===== src/rtl/lsu_bus_if.sv =====
// Data-bus bundle between the load/store unit and memory.
// The master drives a request held stable until a single-cycle ack.
interface lsu_bus_if #(
    parameter int ADDR_WIDTH = 32
);
    logic                  mem_req;
    logic                  mem_we;
    logic [ADDR_WIDTH-1:0] mem_addr;
    logic [3:0]            mem_wstrb;
    logic [31:0]           mem_wdata;
    logic                  mem_ack;
    logic [31:0]           mem_rdata;

    modport master (
        output mem_req, mem_we, mem_addr, mem_wstrb, mem_wdata,
        input  mem_ack, mem_rdata
    );

    modport slave (
        input  mem_req, mem_we, mem_addr, mem_wstrb, mem_wdata,
        output mem_ack, mem_rdata
    );
endinterface


===== src/rtl/lsu.sv =====
// MEMORY-stage load/store unit: one aligned byte/half/word access per stage,
// with load extension and a stall that holds the stage FSM until the bus acks.
module lsu #(
    parameter int ADDR_WIDTH = 32
) (
    input  logic                  clk,
    input  logic                  reset,
    input  logic                  start,
    input  logic                  is_store,
    input  logic [2:0]            funct3,
    input  logic [ADDR_WIDTH-1:0] addr,
    input  logic [31:0]           wdata,
    output logic                  stall,
    output logic                  done,
    output logic                  fault,
    output logic [31:0]           rdata,
    output logic [1:0]            state_dbg_o,
    lsu_bus_if.master             bus
);
    // Bus handshake: mem_req stays high with stable address/strobes/data
    // until mem_ack pulses for one cycle; an ack outside BUS is ignored.
    typedef enum logic [1:0] {
        S_IDLE  = 2'd0,
        S_BUS   = 2'd1,
        S_DONE  = 2'd2,
        S_FAULT = 2'd3
    } state_e;

    state_e                state_q, state_d;
    logic                  is_store_q;
    logic [2:0]            funct3_q;
    logic [ADDR_WIDTH-1:0] addr_q;
    logic [31:0]           wdata_q;
    logic [31:0]           rdata_q;

    logic                  legal_in;
    logic                  misaligned_in;
    logic                  access_ok;
    logic [7:0]            byte_lane;
    logic [15:0]           half_lane;
    logic [31:0]           load_ext;
    logic [31:0]           st_data;
    logic [3:0]            st_strb;
    logic                  in_bus;

    // Legality is judged on the live inputs since the decision is made in IDLE.
    always_comb begin
        legal_in = 1'b0;
        case (funct3)
            3'b000, 3'b001, 3'b010: legal_in = 1'b1;
            3'b100, 3'b101:         legal_in = ~is_store;
            default:                legal_in = 1'b0;
        endcase
        misaligned_in = ((funct3[1:0] == 2'b01) && addr[0]) ||
                        ((funct3[1:0] == 2'b10) && (addr[1:0] != 2'b00));
        access_ok = legal_in && !misaligned_in;
    end

    always_ff @(posedge clk) begin
        if (reset) begin
            state_q    <= S_IDLE;
            is_store_q <= 1'b0;
            funct3_q   <= 3'b000;
            addr_q     <= '0;
            wdata_q    <= '0;
            rdata_q    <= '0;
        end else begin
            state_q <= state_d;
            if (state_q == S_IDLE && start) begin
                is_store_q <= is_store;
                funct3_q   <= funct3;
                addr_q     <= addr;
                wdata_q    <= wdata;
            end
            if (state_q == S_BUS && bus.mem_ack && !is_store_q) begin
                rdata_q <= load_ext;
            end
        end
    end

    always_comb begin
        state_d = state_q;
        stall   = 1'b0;
        done    = 1'b0;
        fault   = 1'b0;
        case (state_q)
            S_IDLE: begin
                if (start) begin
                    state_d = access_ok ? S_BUS : S_FAULT;
                    stall   = access_ok;
                end
            end
            S_BUS: begin
                stall = 1'b1;
                if (bus.mem_ack) state_d = S_DONE;
            end
            S_DONE: begin
                done = 1'b1;
                if (!start) state_d = S_IDLE;
            end
            S_FAULT: begin
                done  = 1'b1;
                fault = 1'b1;
                if (!start) state_d = S_IDLE;
            end
            default: state_d = S_IDLE;
        endcase
    end

    // Lane selection and extension use the latched address and funct3.
    always_comb begin
        byte_lane = bus.mem_rdata[{addr_q[1:0], 3'b000} +: 8];
        half_lane = bus.mem_rdata[{addr_q[1], 4'b0000} +: 16];
        case (funct3_q)
            3'b000:  load_ext = {{24{byte_lane[7]}}, byte_lane};
            3'b001:  load_ext = {{16{half_lane[15]}}, half_lane};
            3'b100:  load_ext = {24'd0, byte_lane};
            3'b101:  load_ext = {16'd0, half_lane};
            default: load_ext = bus.mem_rdata;
        endcase
    end

    always_comb begin
        case (funct3_q[1:0])
            2'b00: begin
                st_data = {4{wdata_q[7:0]}};
                st_strb = 4'b0001 << addr_q[1:0];
            end
            2'b01: begin
                st_data = {2{wdata_q[15:0]}};
                st_strb = addr_q[1] ? 4'b1100 : 4'b0011;
            end
            default: begin
                st_data = wdata_q;
                st_strb = 4'b1111;
            end
        endcase
    end

    assign in_bus        = (state_q == S_BUS);
    assign bus.mem_req   = in_bus;
    assign bus.mem_we    = in_bus && is_store_q;
    assign bus.mem_addr  = in_bus ? {addr_q[ADDR_WIDTH-1:2], 2'b00} : '0;
    assign bus.mem_wstrb = (in_bus && is_store_q) ? st_strb : 4'b0000;
    assign bus.mem_wdata = (in_bus && is_store_q) ? st_data : 32'd0;
    assign rdata         = rdata_q;
    assign state_dbg_o   = state_q;
endmodule


===== src/flat_wrapper.sv =====
// flat-port wrapper written by rule: the top's interface ports become plain ports
module lsu_flat 
#(
    parameter int ADDR_WIDTH = 32
)
  (clk, reset, start, is_store, funct3, addr, wdata, stall, done, fault, rdata, state_dbg_o, bus_mem_req, bus_mem_we, bus_mem_addr, bus_mem_wstrb, bus_mem_wdata, bus_mem_ack, bus_mem_rdata);
  lsu_bus_if #(.ADDR_WIDTH(ADDR_WIDTH)) bus_i ();
  input  logic clk;
  input  logic reset;
  input  logic start;
  input  logic is_store;
  input  logic [2:0] funct3;
  input  logic [ADDR_WIDTH-1:0] addr;
  input  logic [31:0] wdata;
  output logic stall;
  output logic done;
  output logic fault;
  output logic [31:0] rdata;
  output logic [1:0] state_dbg_o;
  output wire logic [$bits(bus_i.mem_req)-1:0] bus_mem_req;
  output wire logic [$bits(bus_i.mem_we)-1:0] bus_mem_we;
  output wire logic [$bits(bus_i.mem_addr)-1:0] bus_mem_addr;
  output wire logic [$bits(bus_i.mem_wstrb)-1:0] bus_mem_wstrb;
  output wire logic [$bits(bus_i.mem_wdata)-1:0] bus_mem_wdata;
  input wire logic [$bits(bus_i.mem_ack)-1:0] bus_mem_ack;
  input wire logic [$bits(bus_i.mem_rdata)-1:0] bus_mem_rdata;
  assign bus_mem_req = bus_i.mem_req;
  assign bus_mem_we = bus_i.mem_we;
  assign bus_mem_addr = bus_i.mem_addr;
  assign bus_mem_wstrb = bus_i.mem_wstrb;
  assign bus_mem_wdata = bus_i.mem_wdata;
  assign bus_i.mem_ack = bus_mem_ack;
  assign bus_i.mem_rdata = bus_mem_rdata;
  lsu #(.ADDR_WIDTH(ADDR_WIDTH)) u_core (.clk(clk), .reset(reset), .start(start), .is_store(is_store), .funct3(funct3), .addr(addr), .wdata(wdata), .stall(stall), .done(done), .fault(fault), .rdata(rdata), .state_dbg_o(state_dbg_o), .bus(bus_i));
endmodule

===== config.mk =====
export PLATFORM = sky130hd
export DESIGN_NAME = lsu_flat
export DESIGN_NICKNAME = d
export VERILOG_FILES = /design/src/rtl/lsu_bus_if.sv /design/src/rtl/lsu.sv /design/src/flat_wrapper.sv
export SDC_FILE = /design/constraint.sdc
export NUM_CORES = 1
export LEC_CHECK = 0
export ABC_CLOCK_PERIOD_IN_PS = 2900
export CAP_MARGIN = 10
export CORE_AREA = 2 2 107 109
export CTS_CLUSTER_DIAMETER = 100
export DETAILED_ROUTE_END_ITERATION = 12
export DIE_AREA = 0 0 109 111
export GPL_TIMING_DRIVEN = 1
export PLACE_DENSITY = 0.84
export SLEW_MARGIN = 40
export SYNTH_ARGS = -nofsm -noshare
export SYNTH_HDL_FRONTEND = slang
export SYNTH_SLANG_ARGS = --single-unit

===== constraint.sdc =====
create_clock -name clk -period 2.9 [get_ports clk]
set_input_delay 0.58 -clock clk [delete_from_list [all_inputs] [get_ports clk]]
set_output_delay 0.58 -clock clk [all_outputs]
set_load 0.01 [all_outputs]

==> impl_metrics.env <==
export IMPL_diodes=0
export IMPL_power_density_nw_per_um2=496.8
export IMPL_gp_routability_congestion=0.9738
export IMPL_drive_gt1_share_pct=5.351
export IMPL_slew_headroom_pct=54.33
export IMPL_antenna_found_initial=0
export IMPL_cpPeakStageDelay_ns=0.57
export IMPL_synth_edf_count=0
export IMPL_clock_latency_ns=0.35
export IMPL_p_int_uw=2696
export IMPL_ys_flop_type="dfxtp_1"
export IMPL_worstSetupEndpointType="output pin"
export IMPL_use_met1_pct=33.04
export IMPL_yosysSeqAreaShare_pct=41.33
export IMPL_async_flop_share_pct=0
export IMPL_grt_max_degree=69
export IMPL_reg2reg_to="u_core.rdata[27]"
export IMPL_fin_nets=940
export IMPL_ant_nets=0
export IMPL_die_w_um=109
export IMPL_setup_ws_ns=0.1086
export IMPL_fin_crit_ns=2.791
export IMPL_pwr_share_clk_pct=37.7
export IMPL_p_leak_uw=0.002640
export IMPL_hold_end="u_core.addr_q[6]"
export IMPL_worst_hold_path_num_cells=2
export IMPL_grt_util_met2_pct=44.76
export IMPL_cts_max_path_buffers=2
export IMPL_routed_wl_um=16450
export IMPL_run_status="finished, final reports clean"
export IMPL_port_buffers=208
export IMPL_finalCritPeriodShare_pct=96.25
export IMPL_setup_viol=0
export IMPL_cts_tree="done"
export IMPL_synthSimpleGateAreaFrac_pct=27.48
export IMPL_ys_types=33
export IMPL_synth_cells=658
export IMPL_post_cts_buffers=0
export IMPL_hold_violations=0
export IMPL_global_route_peak_usage_layer="met2"
export IMPL_drcViolationCount=0
export IMPL_synth_top_family_by_area="simple AND/OR/NAND/NOR gates"
export IMPL_final_cells=984
export IMPL_yosys_area_top_type="dfxtp_1"
export IMPL_cts_sinks=102
export IMPL_drtIter0Drc=359
export IMPL_comb_power_share_pct=19.6
export IMPL_path_clk_slew_ns=0.07
export IMPL_synth_area_um2=4941
export IMPL_final_core_util_pct=66.93
export IMPL_fill_cells=925
export IMPL_holdBufCountCts=0
export IMPL_root_buffer="clkbuf_16"
export IMPL_io_pins=211
export IMPL_path_cells="buf_4 -> nor2_2 -> nand2_1 -> a21oi_1 -> clkdlybuf4s50_1"
export IMPL_die_area_um2=12100
export IMPL_skew_ns=0.009417
export IMPL_drtPass1Iterations=5
export IMPL_post_place_cells=968
export IMPL_rrSetupSlack_ns=0.59
export IMPL_cp_arrival_ns=2.21
export IMPL_synthMuxAreaShare_pct=5.470
export IMPL_ys_warn_count=0
export IMPL_rsz0062_at_grt="no"
export IMPL_hold_path_class="reg2reg"
export IMPL_cp_max_fo=10
export IMPL_area_growth_synth_to_final_pct=50.04
export IMPL_die_h_um=111
export IMPL_tightestPinTransition_ns=0.6851
export IMPL_reg2reg_depth=5
export IMPL_synth_compound_area_share_pct=19.63
export IMPL_htreeDepth=3
export IMPL_crit_type="reg2out"
export IMPL_via_per_inst=5.474
export IMPL_grt_use_total_pct=27.04
export IMPL_ys_seq_elements=102
export IMPL_grt_use_met3_pct=7.525
export IMPL_rows=39
export IMPL_dpl_cell_area_um2=7072
export IMPL_synth_most_common_cell="nand2_1"
export IMPL_vdd_drop_max_uv=362.3
export IMPL_yosys_top_cells_area="dfxtp_1 41%, nand2_1 14%, a21oi_1 9.8%, mux2i_1 5.5%, nor2_1 4.2%"
export IMPL_vias=5386
export IMPL_critPathRequiredTime_ns=2.32
export IMPL_max_freq_mhz=358.2
export IMPL_wl_per_cell_um=16.72
export IMPL_hp_start="u_core.addr_q[6]"
export IMPL_grt_pass1_wl_um=25920
export IMPL_tns_ns=0
export IMPL_pre_cts_ws_ns=0.07736
export IMPL_syn_avg_cell_area_um2=7.509
export IMPL_synthAdderAreaFrac_pct=0
export IMPL_synth_xor_area_share_pct=0
export IMPL_dpl_hpwl_um=11860
export IMPL_slew_violations=0
export IMPL_start_util_pct=44.61
export IMPL_synth_top_area_share_pct=41.33
export IMPL_p_sw_uw=986.8
export IMPL_startpoint_type="register"
export IMPL_cts_buffers=9
export IMPL_synth_cells_most_frequent="188 x nand2_1, 102 x dfxtp_1, 97 x a21oi_1"
export IMPL_gr_total_overflow=0
export IMPL_r2r_start="u_core.addr_q[1]"
export IMPL_final_area_um2=7413
export IMPL_grt_pass1_vias=5188
export IMPL_critPathSlowestCell="clkdlybuf4s50_1"
export IMPL_maxCapViolCount=0
export IMPL_seq_power_share_pct=42.7
export IMPL_switching_share_pct=26.79
export IMPL_core_um2=11080
==> what timing repair did <==
item,4_1_cts,5_1_grt
resized for setup,0,1
setup endpoints to repair,0,1
hold endpoints to repair,0,0
==> flip-flops by register name, indices dropped and copies added (netlist names) <==
signal and cells:
u_core.is_store_q 1, u_core.state_dbg_o 2, u_core.addr_q 32, u_core.wdata_q 32
u_core.funct3_q 3, u_core.rdata 32
==> stage by stage <==
stage,hold WS [ns],total power (µW)
after global routing,0.4702,3822
final,0.4488,3683
after floorplan,0.4317,1968
after CTS,0.4512,3692
after global placement,0.4368,2300
after detailed placement,0.4426,2321
==> critical path: cells and delay by family (launching register included) <==
kind                   cells  cell delay [ns]
and+or+nand+nor            2             0.47
DFF                        1             0.39
AOI/OAI and AO/OA          1             0.21
buffers and inverters      2             0.80
==> metal layers <==
| metal | vias up | part of all wire [%] |
|---|---|---|
| met2 | 266 | 48 |
| met5 | - | 0 |
| li1 | 2564 | - |
| met3 | 29 | 9.9 |
| met1 | 2527 | 39 |
| met4 | 0 | 2.4 |
==> cells by family after synthesis <==
family,after synthesis
AOI/OAI and AO/OA,153
buffers and inverters,64
DFF,102
muxes,27
other,1
and+or+nand+nor,311
==> cells in the final DEF (no fill, tap or decap), types with 3 or more instances in the layout <==
cell / synthesis / layout
mux2i_1: 27 / 27
buf_4: 7 / 17
a311oi_1: 7 / 7
nand2b_1: 3 / 3
and3_1: 8 / 8
and2_1: 32 / 31
dfxtp_1: 102 / 101
clkbuf_16: 0 / 9
nand2_1: 188 / 187
o41ai_2: 5 / 5
nand3b_1: 15 / 15
a211oi_1: 18 / 18
clkdlybuf4s50_1: 0 / 206
a221oi_1: 9 / 9
a21oi_1: 97 / 97
o21ai_0: 10 / 10
nor2_1: 55 / 55
bufinv_16: 0 / 3
inv_1: 5 / 5
==> area by class of cell <==
cell class	count	area, µm²	area share [%]
multi-input cells	493	2611	35.22
repair buffers	225	2222	29.97
flip-flops and latches	102	2043	27.56
clock buffers	11	232.7	3.139
well taps	143	178.9	2.414
clock inverters	5	106.4	1.435
inverters	5	18.77	0.2532
==> power by group through the flow <==
| stage | Combinational, µW | Clock (µW) | Sequential [µW] |
|---|---|---|---|
| 2_1_floorplan | 380 | 0 | 1590 |
| 3_3_place_gp | 705 | 0 | 1600 |
| 3_5_place_dp | 720 | 0 | 1600 |
| 4_1_cts | 724 | 1400 | 1570 |
| 5_1_grt | 790 | 1450 | 1580 |
| 6_report | 723 | 1390 | 1570 |
==> worst max-delay path by stage <==
stage / slack (ns) / start / to
4_1_cts: 0.06 / funct3[2] / stall
5_1_grt: 0.03 / u_core.funct3_q[0] / bus_mem_wdata[10]
3_3_place_gp: 0.06 / funct3[2] / stall
3_5_place_dp: 0.08 / funct3[2] / stall
6_report: 0.11 / u_core.funct3_q[0] / bus_mem_wdata[9]
2_1_floorplan: 0.91 / u_core.state_dbg_o[0] / bus_mem_wdata[25]
(Power assumes the default switching activity.)
